**src/rtl/pc_sequencer.sv**
```systemverilog
// Program-counter sequencer: owns the PC, fetches from a variable-latency
// instruction memory over a req/ack handshake, and hands fetched words to
// decode over a valid/ready handshake. Redirects (exception, jump, branch)
// retarget the PC and squash any wrong-path fetch still in flight.
module pc_sequencer #(
    parameter logic [31:0] RESET_VEC = 32'h0000_0000,
    parameter logic [31:0] EXC_VEC   = 32'h0000_0180
) (
    input  logic        i_clk,
    input  logic        i_reset,
    input  logic        i_stall,
    input  logic        i_branch_taken,
    input  logic [31:0] i_branch_target,
    input  logic        i_jump,
    input  logic [31:0] i_jump_target,
    input  logic        i_exception,
    output logic        o_imem_req,
    output logic [31:0] o_imem_addr,
    input  logic        i_imem_ack,
    input  logic [31:0] i_imem_data,
    output logic        o_inst_valid,
    output logic [31:0] o_inst,
    output logic [31:0] o_inst_addr,
    input  logic        i_inst_ready,
    output logic [31:0] o_address
);

    typedef enum logic [1:0] {
        StBoot,
        StReq,
        StWait,
        StHold
    } state_e;

    state_e      r_state;
    state_e      w_state_next;
    logic [31:0] r_address;
    logic [31:0] w_address_next;
    logic [31:0] r_inst;
    logic [31:0] w_inst_next;
    logic [31:0] r_inst_addr;
    logic [31:0] w_inst_addr_next;
    logic        r_inst_valid;
    logic        w_inst_valid_next;
    // Set when the outstanding fetch belongs to a path that was redirected away
    logic        r_discard;
    logic        w_discard_next;

    logic        w_redirect;
    logic [31:0] w_target_raw;
    logic [31:0] w_target;
    logic        w_imem_req;

    // Redirect source selection: exception beats jump beats branch; targets word-aligned
    always_comb begin
        w_redirect   = i_exception | i_jump | i_branch_taken;
        w_target_raw = i_branch_target;
        if (i_exception) begin
            w_target_raw = EXC_VEC;
        end else if (i_jump) begin
            w_target_raw = i_jump_target;
        end
        w_target = {w_target_raw[31:2], 2'b00};
    end

    // Next-state, next-PC and fetch request decode
    always_comb begin
        w_state_next      = r_state;
        w_address_next    = r_address;
        w_inst_next       = r_inst;
        w_inst_addr_next  = r_inst_addr;
        w_inst_valid_next = r_inst_valid;
        w_discard_next    = r_discard;
        w_imem_req        = 1'b0;

        unique case (r_state)
            StBoot: begin
                // Redirects are ignored for the single boot cycle
                w_state_next = StReq;
            end
            StReq: begin
                if (w_redirect) begin
                    w_address_next = w_target;
                end else if (!i_stall) begin
                    w_imem_req   = 1'b1;
                    w_state_next = StWait;
                end
            end
            StWait: begin
                if (i_imem_ack) begin
                    w_state_next   = StReq;
                    w_discard_next = 1'b0;
                    if (w_redirect) begin
                        // Data returned on the same cycle as a redirect is wrong-path
                        w_address_next = w_target;
                    end else if (!r_discard) begin
                        w_inst_next       = i_imem_data;
                        w_inst_addr_next  = r_address;
                        w_inst_valid_next = 1'b1;
                        w_address_next    = r_address + 32'd4;
                        w_state_next      = StHold;
                    end
                end else if (w_redirect) begin
                    // Memory still owes us a word; remember to throw it away
                    w_address_next = w_target;
                    w_discard_next = 1'b1;
                end
            end
            StHold: begin
                if (w_redirect) begin
                    w_inst_valid_next = 1'b0;
                    w_address_next    = w_target;
                    w_state_next      = StReq;
                end else if (i_inst_ready && !i_stall) begin
                    w_inst_valid_next = 1'b0;
                    w_state_next      = StReq;
                end
            end
            default: begin
                w_state_next = StBoot;
            end
        endcase
    end

    // State registers with synchronous reset
    always_ff @(posedge i_clk) begin
        if (i_reset) begin
            r_state      <= StBoot;
            r_address    <= RESET_VEC;
            r_inst       <= 32'd0;
            r_inst_addr  <= 32'd0;
            r_inst_valid <= 1'b0;
            r_discard    <= 1'b0;
        end else begin
            r_state      <= w_state_next;
            r_address    <= w_address_next;
            r_inst       <= w_inst_next;
            r_inst_addr  <= w_inst_addr_next;
            r_inst_valid <= w_inst_valid_next;
            r_discard    <= w_discard_next;
        end
    end

    assign o_imem_req   = w_imem_req;
    assign o_imem_addr  = r_address;
    assign o_address    = r_address;
    assign o_inst_valid = r_inst_valid;
    assign o_inst       = r_inst;
    assign o_inst_addr  = r_inst_addr;

endmodule

```
**config.mk**
```make
export PLATFORM = sky130hd
export DESIGN_NAME = pc_sequencer
export DESIGN_NICKNAME = d
export VERILOG_FILES = /design/src/rtl/pc_sequencer.sv
export SDC_FILE = /design/constraint.sdc
export NUM_CORES = 1
export LEC_CHECK = 0
export CAP_MARGIN = 20
export CORE_ASPECT_RATIO = 1.5
export CORE_UTILIZATION = 30
export CTS_BUF_LIST = sky130_fd_sc_hd__clkbuf_16
export CTS_CLUSTER_SIZE = 30
export DETAILED_ROUTE_END_ITERATION = 16
export DONT_BUFFER_PORTS = 1
export PLACE_DENSITY_LB_ADDON = 0.3
export SLEW_MARGIN = 0
export SYNTH_ARGS = -nofsm -noshare
export SYNTH_HDL_FRONTEND = slang
export SYNTH_SLANG_ARGS = --single-unit
```
**constraint.sdc**
```tcl
create_clock -name i_clk -period 4.85 [get_ports i_clk]
set_input_delay 0.97 -clock i_clk [delete_from_list [all_inputs] [get_ports i_clk]]
set_output_delay 0.97 -clock i_clk [all_outputs]
set_load 0.02 [all_outputs]
```
== Word-level counts from Yosys, hierarchy flattened ==
Index checks and enable logic that the tools add are counted.
Operators by class
  magnitude comparators: 0
  shift operators: 0
  $mul: 0
  bitwise operators: 4
  divide/modulo/power cells: 0
  mux-type cells: 26
  eq/ne operators: 10
  $add $sub $neg: 1
  reductions and logical operators: 12
Operator list (count)
  $mux 32: 6
  $pmux 32 s2: 1
  $add 32x3->32 const B: 1
  $mux 2: 7
  $mux 1: 10
  $ne 2x2->1 const B: 5
  $pmux 2 s4: 1
  $reduce_and 4->1: 2
  $reduce_bool 2->1: 3
  $reduce_and 5->1: 1
  $eq 2x2->1 const B: 2
  $ne 4x4->1 const B: 1
  $reduce_and 2->1: 2
  $ne 3x3->1 const B: 1
  $eq 2x1->1 const B: 1
  $logic_not 2->1: 1
  $not 1->1: 2
  $or 1x1->1: 2
  $pmux 1 s2: 1
  $reduce_or 2->1: 1
  $logic_and 1x1->1: 1
  $logic_not 1->1: 1
Storage, ports and cells
  word-level logic and storage cells: 59
  bits in latches: 0
  memory bits (writable): 0
  flip-flop bits (word level): 100
  input bits: 104
  bits in read-only memories: 0
  output and inout bits: 130
  memories kept: 0

== Depth between registers and ports, before layout ==
Gate-level depths: netlist of the first run.
  depth in word-level cells: 5
  mapped depth: 10
  mapped depth without buffers: 7

== Least setup slack after synthesis of the first run ==
No wires, ideal clock.
  path type: input to output
  from: in i_jump
  to: out o_imem_req
  path buffers: 1
  stages on the path: 3
  required time: 3.880 ns
  setup slack: 1.891 ns
  data arrival time: 1.989 ns
  cells stage by stage: clkbuf_1 -> or4_1 -> nor2_1
Between the ends
  word-level cells in the longest chain between the ends: 4
RTL lines
  from (decl): line 14  | input logic i_jump,
  $or 1x1->1 (2 in a row): line 56  | w_redirect = i_exception | i_jump | i_branch_taken;
  $mux 1: line 82  | if (w_redirect) begin
  $mux 1: line 76  | unique case (r_state)
  to (decl): line 17  | output logic o_imem_req,
No other way between the ends.

== Worst setup path in the final report of the first run ==
  from: in i_branch_taken
  to: reg r_inst_addr[3] (netlist: o_inst_addr[3])
Between the ends
  word-level cells in the longest chain between the ends: 3
RTL lines
  from (decl): line 12  | input logic i_branch_taken,
  $or 1x1->1: line 56
  $not 1->1 (no line)
  $reduce_and 4->1 (no line)
  to (signal assigned): line 138  | r_inst_addr <= w_inst_addr_next;
  to (decl): line 41  | logic [31:0] r_inst_addr;
No other way between the ends.
A chain may end at the register's enable or synchronous reset.

==> results summary, run 1 <==
The run finished with clean final reports. The synthesized netlist net count came out at about 780. The sum of met2 wire segment lengths after detailed routing came out at 8.56 mm. The placed cell count came out at approximately 800. In the synthesized netlist the dominant register cell turns out to be dfxtp_1.

The total overflow left after global routing is 0. The core box area is 16700 µm². For this run, the total global-route usage over all layers was measured as 0.181. TritonCTS built the clock tree. The peak supply drop is 0.177 mV.

The pin slew with the least headroom to its limit came out at between 900 and 1000 ps. For the worst-skew pair, the clock arrives at the later sink with an insertion delay of 350 ps. The clock slew seen by the registers of the worst setup and hold paths is 70 ps. The count of final setup violators is 0. The total power is about 2.0 mW. The minimum clock period came out at 2880 ps. The area used by sequential logic in the layout is ~2000 µm². The post-cts resize count is 0. The count of buffers from port buffering is 0. Counting instances in the post-synthesis netlist gives the leading cell types as nand2_1 (156), dfxtp_1 (100), a21oi_1 (91).

The biggest area contributor in the post-synthesis netlist is dfxtp_1. The placement-stage worst setup slack came out at 1570 ps. The sum of routed wire length over all layers is 16.2 mm.

The length of routed wiring on met1 came out at 6.07 mm. The max-capacitance violation count is 0. After routing, the total negative slack on setup checks comes to 0 ps. The analysis attributes to cell leakage a power of 1.67 nW. The type of element launching the critical path is an input port. The initialized floorplan defines between 50 and 60 standard-cell rows. In this run, the number of DRC markers left after iteration 0 of detailed routing was 327. Ranked by total cell area, the synthesized netlist is headed by dfxtp_1 (39%), nand2_1 (11%), a21oi_1 (8.9%). The net count of the finished layout is 713.

The area of placed instances came out at 4960 µm². The fraction of synthesis flops using an asynchronous set or reset pin is 0. The power per standard cell area is 373 nW/µm². The number of global-route vias before repair was 4295. The number of register bits inferred by synthesis is 100. The required time reported for the critical path endpoint came out at 5140 ps. Dividing the synthesized area by the synthesized cell count gives 7.63 µm². The post-synthesis cell type count is 55. The number of design rule violations left after detail routing is 0. The multi-input combinational cells in the finished layout cover a total of around 2600 µm². The number of warnings printed during yosys synthesis is 0.

The number of buffers added by the clock tree synthesis step is 9. The number of primary I/O pins is 234. The worst setup path is captured at a flop.

Clock tree synthesis found a total of 100 sinks. The cell area that synthesis handed to floorplanning was 5100 µm². The wire length on met3 is ~1.1 mm. The arrival time at the worst endpoint came out at 3170 ps.

The maximum fanout along the worst path came out at 46. The fraction of the yosys area taken by sequential cells came out at 0.392. The cts-stage hold buffer count is 0.

The detailed-route wire length per cell came out at between 15 and 20 µm. The number of search-and-repair iterations in the first detailed-routing pass is 5. Fill cells in the final layout number 1805. The uppermost layer routed is met4. Measured against its own limit, the worst slew margin works out to 0.343.

The fraction of synthesized cell area taken by the top area cell type is 0.392. The number of diodes is 0. In the finished design, the share of the clock period the worst path needs comes to 0.594. The die is 162 µm tall. The die area is approximately 18000 µm². Synthesis handed over a netlist of approximately 670 instances. The worst hold slack across all endpoints came out at 497 ps. The largest net degree at the start of global routing is 98.

The final worst-path setup slack came out at 1970 ps. The layout-stage area growth over the synthesis result is 3.80%. Setup repair after global routing left no endpoint under its margin. The number of setup buffers added after CTS came out at 0. The die boundary width is 109 µm. The total count of max-transition violations in the final report came out at 0. The final worst clock skew is 10.0 ps. The number of H-tree levels is 3. The via count normalized by instance count is 5.65. The worst hold-check path type is reg -> reg. The initial antenna violation count came to 0. Detailed placement finished with a half-perimeter wire length of 11.6 mm. The cell with the most instances after synthesis is nand2_1. The final hold violation count is 0. The root cell of the clock tree is clkbuf_16. The initial core utilization is 0.306. In this run the remaining antenna-violating nets after routing total 0.

The fmax is 347 MHz. The maximum count of clock buffers along a single path came out at 2. The wire length of the first global-routing pass came out at 24.0 mm. The number of enable-type register cells in the synthesized netlist came out at 0. The fraction of final layout cells with drive strength greater than 1 came out at 0.0674. The share of the core filled with cells came out at 0.317. The startpoint-to-endpoint class of the critical path is in -> reg. The number of standard cells in the final layout excluding fillers is ~820.

The finished cells cover 5300 µm². The congestion estimate from routability-driven global placement came to 0.860. The via total after detailed routing came out at approximately 4600.
## where the power goes
part           switching, mW  total, mW  internal (mW)
Combinational          0.103      0.173         0.0694
Sequential             0.120      0.966          0.846
Clock                  0.332      0.836          0.504
## final cells by class
| class | count | share of cell area |
|---|---|---|
| clock buffer | 9 | 0.0425 |
| clock inverter | 7 | 0.0217 |
| inverter | 12 | 0.00850 |
| multi-input combinational | 476 | 0.494 |
| sequential | 100 | 0.378 |
| tap | 210 | 0.0496 |
| timing repair buffer | 4 | 0.00567 |
## layout by cell type (no fill, tap or decap), drive strengths merged, types with 5 or more instances in the layout
master / count
a22oi: 11
ha: 6
nand3: 13
and3: 5
and2: 5
nor4: 6
nand4: 17
mux2i: 13
mux2: 11
o22ai: 6
or3: 6
a31oi: 10
inv: 14
a21oi: 91
dfxtp: 100
clkbuf: 9
nand2: 156
nor2: 30
nor3: 17
o21ai: 20
## sequential cells by signal (all words and copies together), names as in the netlist
register	flops
o_address	32
o_inst	32
o_inst_valid	1
r_discard	1
o_inst_addr	32
r_state	2
## worst max-delay path, cell delays in order
cell     delay (ps)
or3_4           460
nor2_1          270
and3_2          850
buf_4           380
nand2_1          80
a21oi_1         140
## per-layer routing
layer	GRT usage	vias to the layer above
li1	-	2185
met1	0.194	2212
met2	0.319	198
met3	0.0494	30
met4	0.0934	0
met5	0	-
## cell families after synthesis
group | after synthesis | share of synthesized area
compound gates | 168 | 0.196
mux | 24 | 0.0498
xor+xnor | 1 | 0.00172
flops | 100 | 0.392
buf+inv | 93 | 0.0961
simple gates | 277 | 0.250
fa+ha+maj | 6 | 0.0147
## path summary, 6_finish.rpt
| kind | startpoint | endpoint | slack [ps] | cells after the start |
|---|---|---|---|---|
| worst max-delay path | i_branch_taken | o_inst_addr[3] | 1970 | 6 |
| worst max register to register | r_state[0] | o_address[13] | 2040 | 7 |
| worst min-delay path | r_state[1] | r_state[1] | 500 | 2 |
| worst min register to register | r_state[1] | r_state[1] | 500 | 2 |
Power figures use the tool's default switching activity.
==> run 2: changes to the inputs <==
==> constraint.sdc (replaced) <==
create_clock -name i_clk -period 2.7 [get_ports i_clk]
set_input_delay 0.54 -clock i_clk [delete_from_list [all_inputs] [get_ports i_clk]]
set_output_delay 0.54 -clock i_clk [all_outputs]
set_load 0.02 [all_outputs]
==> results summary, run 2 (synthesis gave the netlist of run 1 again) <==
The largest net degree at the start of global routing came out at 98 (unchanged). Subtracting the final worst setup slack from the clock period gives 2370 ps. The layout-stage area growth over the synthesis result is 9.22%. The number of filler cells placed in the layout is 1781 (-1.3%).

The initial core utilization came out at 0.306 (unchanged). The fraction of final layout cells with drive strength greater than 1 came to 0.118 (+0.0508). The number of search-and-repair iterations in the first detailed-routing pass is 5 (unchanged). The wire length of the first global-routing pass came out at 24.9 mm (+4.0%).

The instance count on the critical path is 8 (+2). The number of diodes came out at 0 (unchanged). The final worst-path setup slack is 333 ps (-1630 ps).

The final hold violation count is 0 (unchanged). The max-capacitance violation count is 0 (unchanged). The total half-perimeter wirelength after legalization and detailed placement is 12.1 mm (+4.9%). The count of buffers from port buffering came out at 0 (unchanged). The tightest slew margin relative to the limit came to 0.344 (+0.000925). The internal reg-to-reg setup slack came out at 330 ps (-1710 ps).

The number of standard cells in the final layout excluding fillers is 853 (+4.3%). The type of element launching the critical path is a flop. The cts-stage hold buffer count is 0 (unchanged).

The number of design rule violations left after detail routing is 0 (unchanged). The setup TNS is 0 ps (unchanged). The number of global-route vias before repair came to 4546 (+5.8%). The floorplan die height came to 162 µm (unchanged). The startpoint identified for the worst register-to-register timing path is r_state[1].

The number of setup buffers added after CTS was 0 (unchanged). The pin slew with the least headroom to its limit is 982 ps (-3.41 ps). The die boundary width was 109 µm (unchanged).

The startpoint-to-endpoint class of the critical path is reg -> reg. The share of the clock period used by the worst path came out at 0.877. The total count of max-transition violations in the final report is 0 (unchanged). The iteration-0 DRC count of the detailed router is 303 (-7.3%). The arrival time at the worst endpoint is 2640 ps (-530 ps). CTS placed an instance of clkbuf_16 at the clock tree root. The path class of the tightest hold or removal check is in -> reg. The overall global routing resource usage came out at 0.187 (+0.00585). Traced cell by cell, the critical path runs through inv_1 -> ha_1 -> or3b_2 -> nor3_2 -> buf_4 -> nand4_1 -> o32a_1 -> o21ai_0. The capturing element type of the critical path is a flop.

The clock slew seen by the registers of the worst setup and hold paths came out at 70 ps (about the same). Setup repair after global routing left no endpoint under its margin. The slowest library cell on the worst path is or3b_2. The residual overflow from global routing is 0 (unchanged). The static leakage is 1.86 nW (+11%). The net count reported at finish is 748 (+4.9%).

The core box area came out at 16700 µm² (unchanged). The number of clock sinks seen by CTS was 100 (unchanged). Leaving out fill and tap cells, the most frequent cell in the layout is nand2_1. The via count normalized by instance count came out at 5.55 (-1.9%).

The longest individual stage delay on the worst path is 600 ps (-250 ps). The final RePlAce weighted congestion was 0.854 (-0.80%). The detailed-route wire length per cell was 19.3 µm (-2.5%).

The capture point of the worst reg-to-reg path is o_address[11]. The number of placement rows is 58 (unchanged). TritonCTS built the clock tree. The top cell types in the final layout, fill and taps aside, are nand2_1 (156), dfxtp_1 (100), a21oi_1 (91), buf_4 (38), nor2_1 (30).

The count of final setup violators is 0 (unchanged). The final non-filler cell area is 5580 µm² (+5.2%). The fmax is 422 MHz. The sum of routed wire length over all layers is 16.5 mm (+1.6%). Tracing the worst setup path back leads to its startpoint at r_state[1].

The required time reported for the critical path endpoint came out at 2970 ps (-2170 ps). The maximum fanout along the worst path came out at 13 (-72%). The number of buffers added by the clock tree synthesis step came to 9 (unchanged).

The number of H-tree levels came out at 3 (unchanged). The placed cell count is 837 (+4.4%). The critical path buffer and inverter count is 2 (+1).

The worst hold slack across all endpoints came out at 248 ps (-249 ps). The power per standard cell area is 648 nW/µm² (+74%). The maximum count of clock buffers along a single path is 2 (unchanged).

The worst-skew pair later-pin latency is 350 ps (about the same). The initial antenna violation count is 0 (unchanged). The peak supply drop came out at 0.330 mV (+86%).

The number of cells traversed by the worst hold path is 1 (-1). The number of primary I/O pins was 234 (unchanged). The total power is 3.61 mW (+83%). The flow ran to the end, and the final reports show no timing, DRC or antenna violations. The via total after detailed routing is 4733 (+2.3%). The post-cts resize count came out at 0 (unchanged). The area of placed instances is 5230 µm² (+5.6%). The number of routed nets with antenna violations is 0 (unchanged). The share of the core filled with cells is 0.334 (+0.0166). The die area is 17600 µm² (unchanged).

The number of cells on the worst reg-to-reg path came to 8 (+1). The final worst clock skew came to 9.13 ps (-0.882 ps). In this design, the largest share of critical-path delay is due to simple AND/OR/NAND/NOR gates.

The endpoint of the worst setup timing path is o_address[11]. The placement-stage worst setup slack came out at 255 ps (-1310 ps).
[run 2: cell type report]
class	count	area, µm²	area share
Tap cell	210	263	0.0471
Clock buffer	9	225	0.0404
Inverter	12	45.0	0.00808
Clock inverter	7	116	0.0209
Multi-Input combinational cell	476	2620	0.470
Timing Repair Buffer	39	305	0.0548
Sequential cell	100	2000	0.359
[run 2: how the worst min path moves through the flow]
stage | startpoint | endpoint | slack [ps]
after floorplan | r_state[1] | r_state[1] | 460
final | i_reset | o_inst[23] | 250
after global placement | r_state[1] | r_state[1] | 470
after CTS | i_reset | o_inst_addr[5] | 240
after detailed placement | r_state[1] | r_state[1] | 480
after global routing | i_reset | o_inst[23] | 230
[run 2: routing by layer]
layer  global-route usage  wire length [µm]
met3               0.0417              1040
met2                0.335              8770
met4               0.0885               482
met5                    0                 0
met1                0.205              6170
[run 2: report_power, final]
part | switching (mW) | leakage, nW | internal (mW)
registers | 0.0578 | 0.808 | 1.52
logic | 0.356 | 0.878 | 0.176
clock network | 0.595 | 0.171 | 0.905
==> edit: new RTL, config.mk and constraints of run 1 <==
The 4 states of `state_e` get a Gray code encoding in 2 bits.
--- a/src/rtl/pc_sequencer.sv
+++ b/src/rtl/pc_sequencer.sv
@@ -26,10 +26,10 @@
 );
 
     typedef enum logic [1:0] {
-        StBoot,
-        StReq,
-        StWait,
-        StHold
+        StBoot = 2'b00,
+        StReq  = 2'b01,
+        StWait = 2'b11,
+        StHold = 2'b10
     } state_e;
 
     state_e      r_state;
Function: no difference found for any inputs over 4 cycles, from zero or initial values and one cycle with i_reset high; so few cycles prove little.
==> edit against run 1 <==
  * Sequential cell count unchanged
  * Count of clock-buffer cells in the layout unchanged
  * Clock power down 6.8%
  * Wire length down 1.0%
  * Die area up 0.17%
  * Register-to-register slack worse by 0.03 ns
  * Total power down 5.9%
  * Sequential power down 4.0%
  * Largest cell class unchanged
  * Worst setup slack worse by 0.045 ns
  * Final area up 0.47%
  * Hold slack better by 0.049 ns
  * Synthesized area up 0.17%
  * Critical path type is now in2out
==> edit: results (changes against run 1) <==
** Run status
- The run finished with clean final reports.

** Cells and area
- Portion of the layout cell area used by clock cells :: 0.05875 (-0.005472)
- Number of sequential cells in the layout :: 100 (unchanged)
- The net total in the final layout came to 715 (+0.28%).
- The multi-input combinational area share is 0.4961 (+0.001906).
- The area share of buffers outside the clock network was 0.01128 (+0.005614).
- The final standard cell utilization of the core was 0.3190 (+0.001500).
- The share of final-layout standard cells stronger than drive strength 1 is 0.06393 (-0.003500).
- Filler cell count in the final layout :: 1810 (+0.28%)
- The buffer count excluding the clock tree in the final layout is 8 (+4).

** Synth
- The fraction of registers with async set/reset came to 0 (unchanged).
- The synthesized netlist net count came to 774 (-0.64%).
- The post-synthesis cell count came to 665 (-0.60%).
- The count of cell types in the netlist is 53 (-3.6%).
- The multiplexer share of the synthesized area was 0.04160 (-0.008160).
- The xor and xnor fraction of the mapped netlist area came to 0.001713 (-0.000002939).
- Part of the Yosys area used for sequential elements :: 0.3915 (-0.0006717)
- Sorting the synthesized cells by area gives the leading types as dfxtp_1 (39%), nand2_1 (11%), a21oi_1 (9.4%).

** Worst setup path
- The maximum cell stage delay along the critical path is 0.60 ns (-0.25 ns).
- Following the worst setup path forward leads to its endpoint at o_imem_req.
- Register-to-register setup slack :: 2.01 ns (-0.03 ns)
- On the critical path, the stage with the largest delay is an instance of nor3b_1.
- Reg-to-reg critical path endpoint :: o_address[31]
- Beginning of the critical path :: i_exception
- The highest fanout seen on the critical path is 16 (-65%).
- The worst register-to-register path begins at o_address[15].
- The signal arrival time at the worst endpoint is 1.96 ns (-1.21 ns).
- Reg2reg path depth :: 5 (-2)

** Pwr
- Largest vdd supply drop :: 0.0001449 V (-18%)
- The clock-net power is 779 uW (-6.8%).
- Leakage power :: 1.690 nW (+1.5%)
- The cell internal power dissipation was 1.349 mW (-5.0%).
- Portion of total power attributed to combinational logic :: 0.081 (-0.007)
- The reported net switching power was 508.0 uW (-8.5%).

** Place
- Detailed placement HPWL :: 11170 um (-3.3%)
- The cell area after placement came to 5011 um2 (+1.1%).
- The worst slack at placement came to 1.712 ns (+0.1455 ns).
- Placed Cells :: 805 (+0.37%)

** Detailed routing
- The detailed router's first-iteration violation count was 305 (-6.7%).
- DR vias :: 4660 (+0.76%)
- Routed via count divided by cell count :: 5.683 (+0.51%)
- The sum of routed wire length over all layers is 16030 um (-1.0%).

** Global routing
- The via count of the first global-routing pass was 4269 (-0.61%).
- Total global routing track utilization :: 0.1804 (-0.0008056)

** Hold path
- The startpoint identified for the worst hold timing path is o_inst_addr[21].
- Worst hold endpoint :: o_inst_addr[21]

** Timing
- The time the worst path needs with I/O delays and setup was 2.928 ns (+0.04526 ns).
- Clk_skew :: 0.01368 ns (+0.003671 ns)
- The relative max-transition margin is 0.2733 (-0.06994).
- The worst hold slack was 0.5460 ns (+0.04850 ns).
==> edit: cell count changes after synthesis, moves of 5 or more <==
cell | before | now
a21oi_1 | 91 | 96
mux2_2 | 11 | 2
o32ai_1 | 1 | 9
nand4_1 | 17 | 4
mux2i_1 | 13 | 19
nand3_1 | 13 | 19
nand2_1 | 156 | 147
==> edit: cells by family after synthesis <==
| kind of cell | after synthesis |
|---|---|
| AO/OA/AOI/OAI | 180 |
| XOR/XNOR | 1 |
| adder cells (fa/ha/maj) | 5 |
| buffers and inverters | 90 |
| flip-flops | 100 |
| multiplexers | 21 |
| AND/OR/NAND/NOR | 268 |
==> edit: layer usage <==
metal | track usage | share of wire
met5 | 0 | 0
met4 | 0.07801 | 0.026
met3 | 0.04053 | 0.062
met2 | 0.2969 | 0.50
met1 | 0.2228 | 0.41
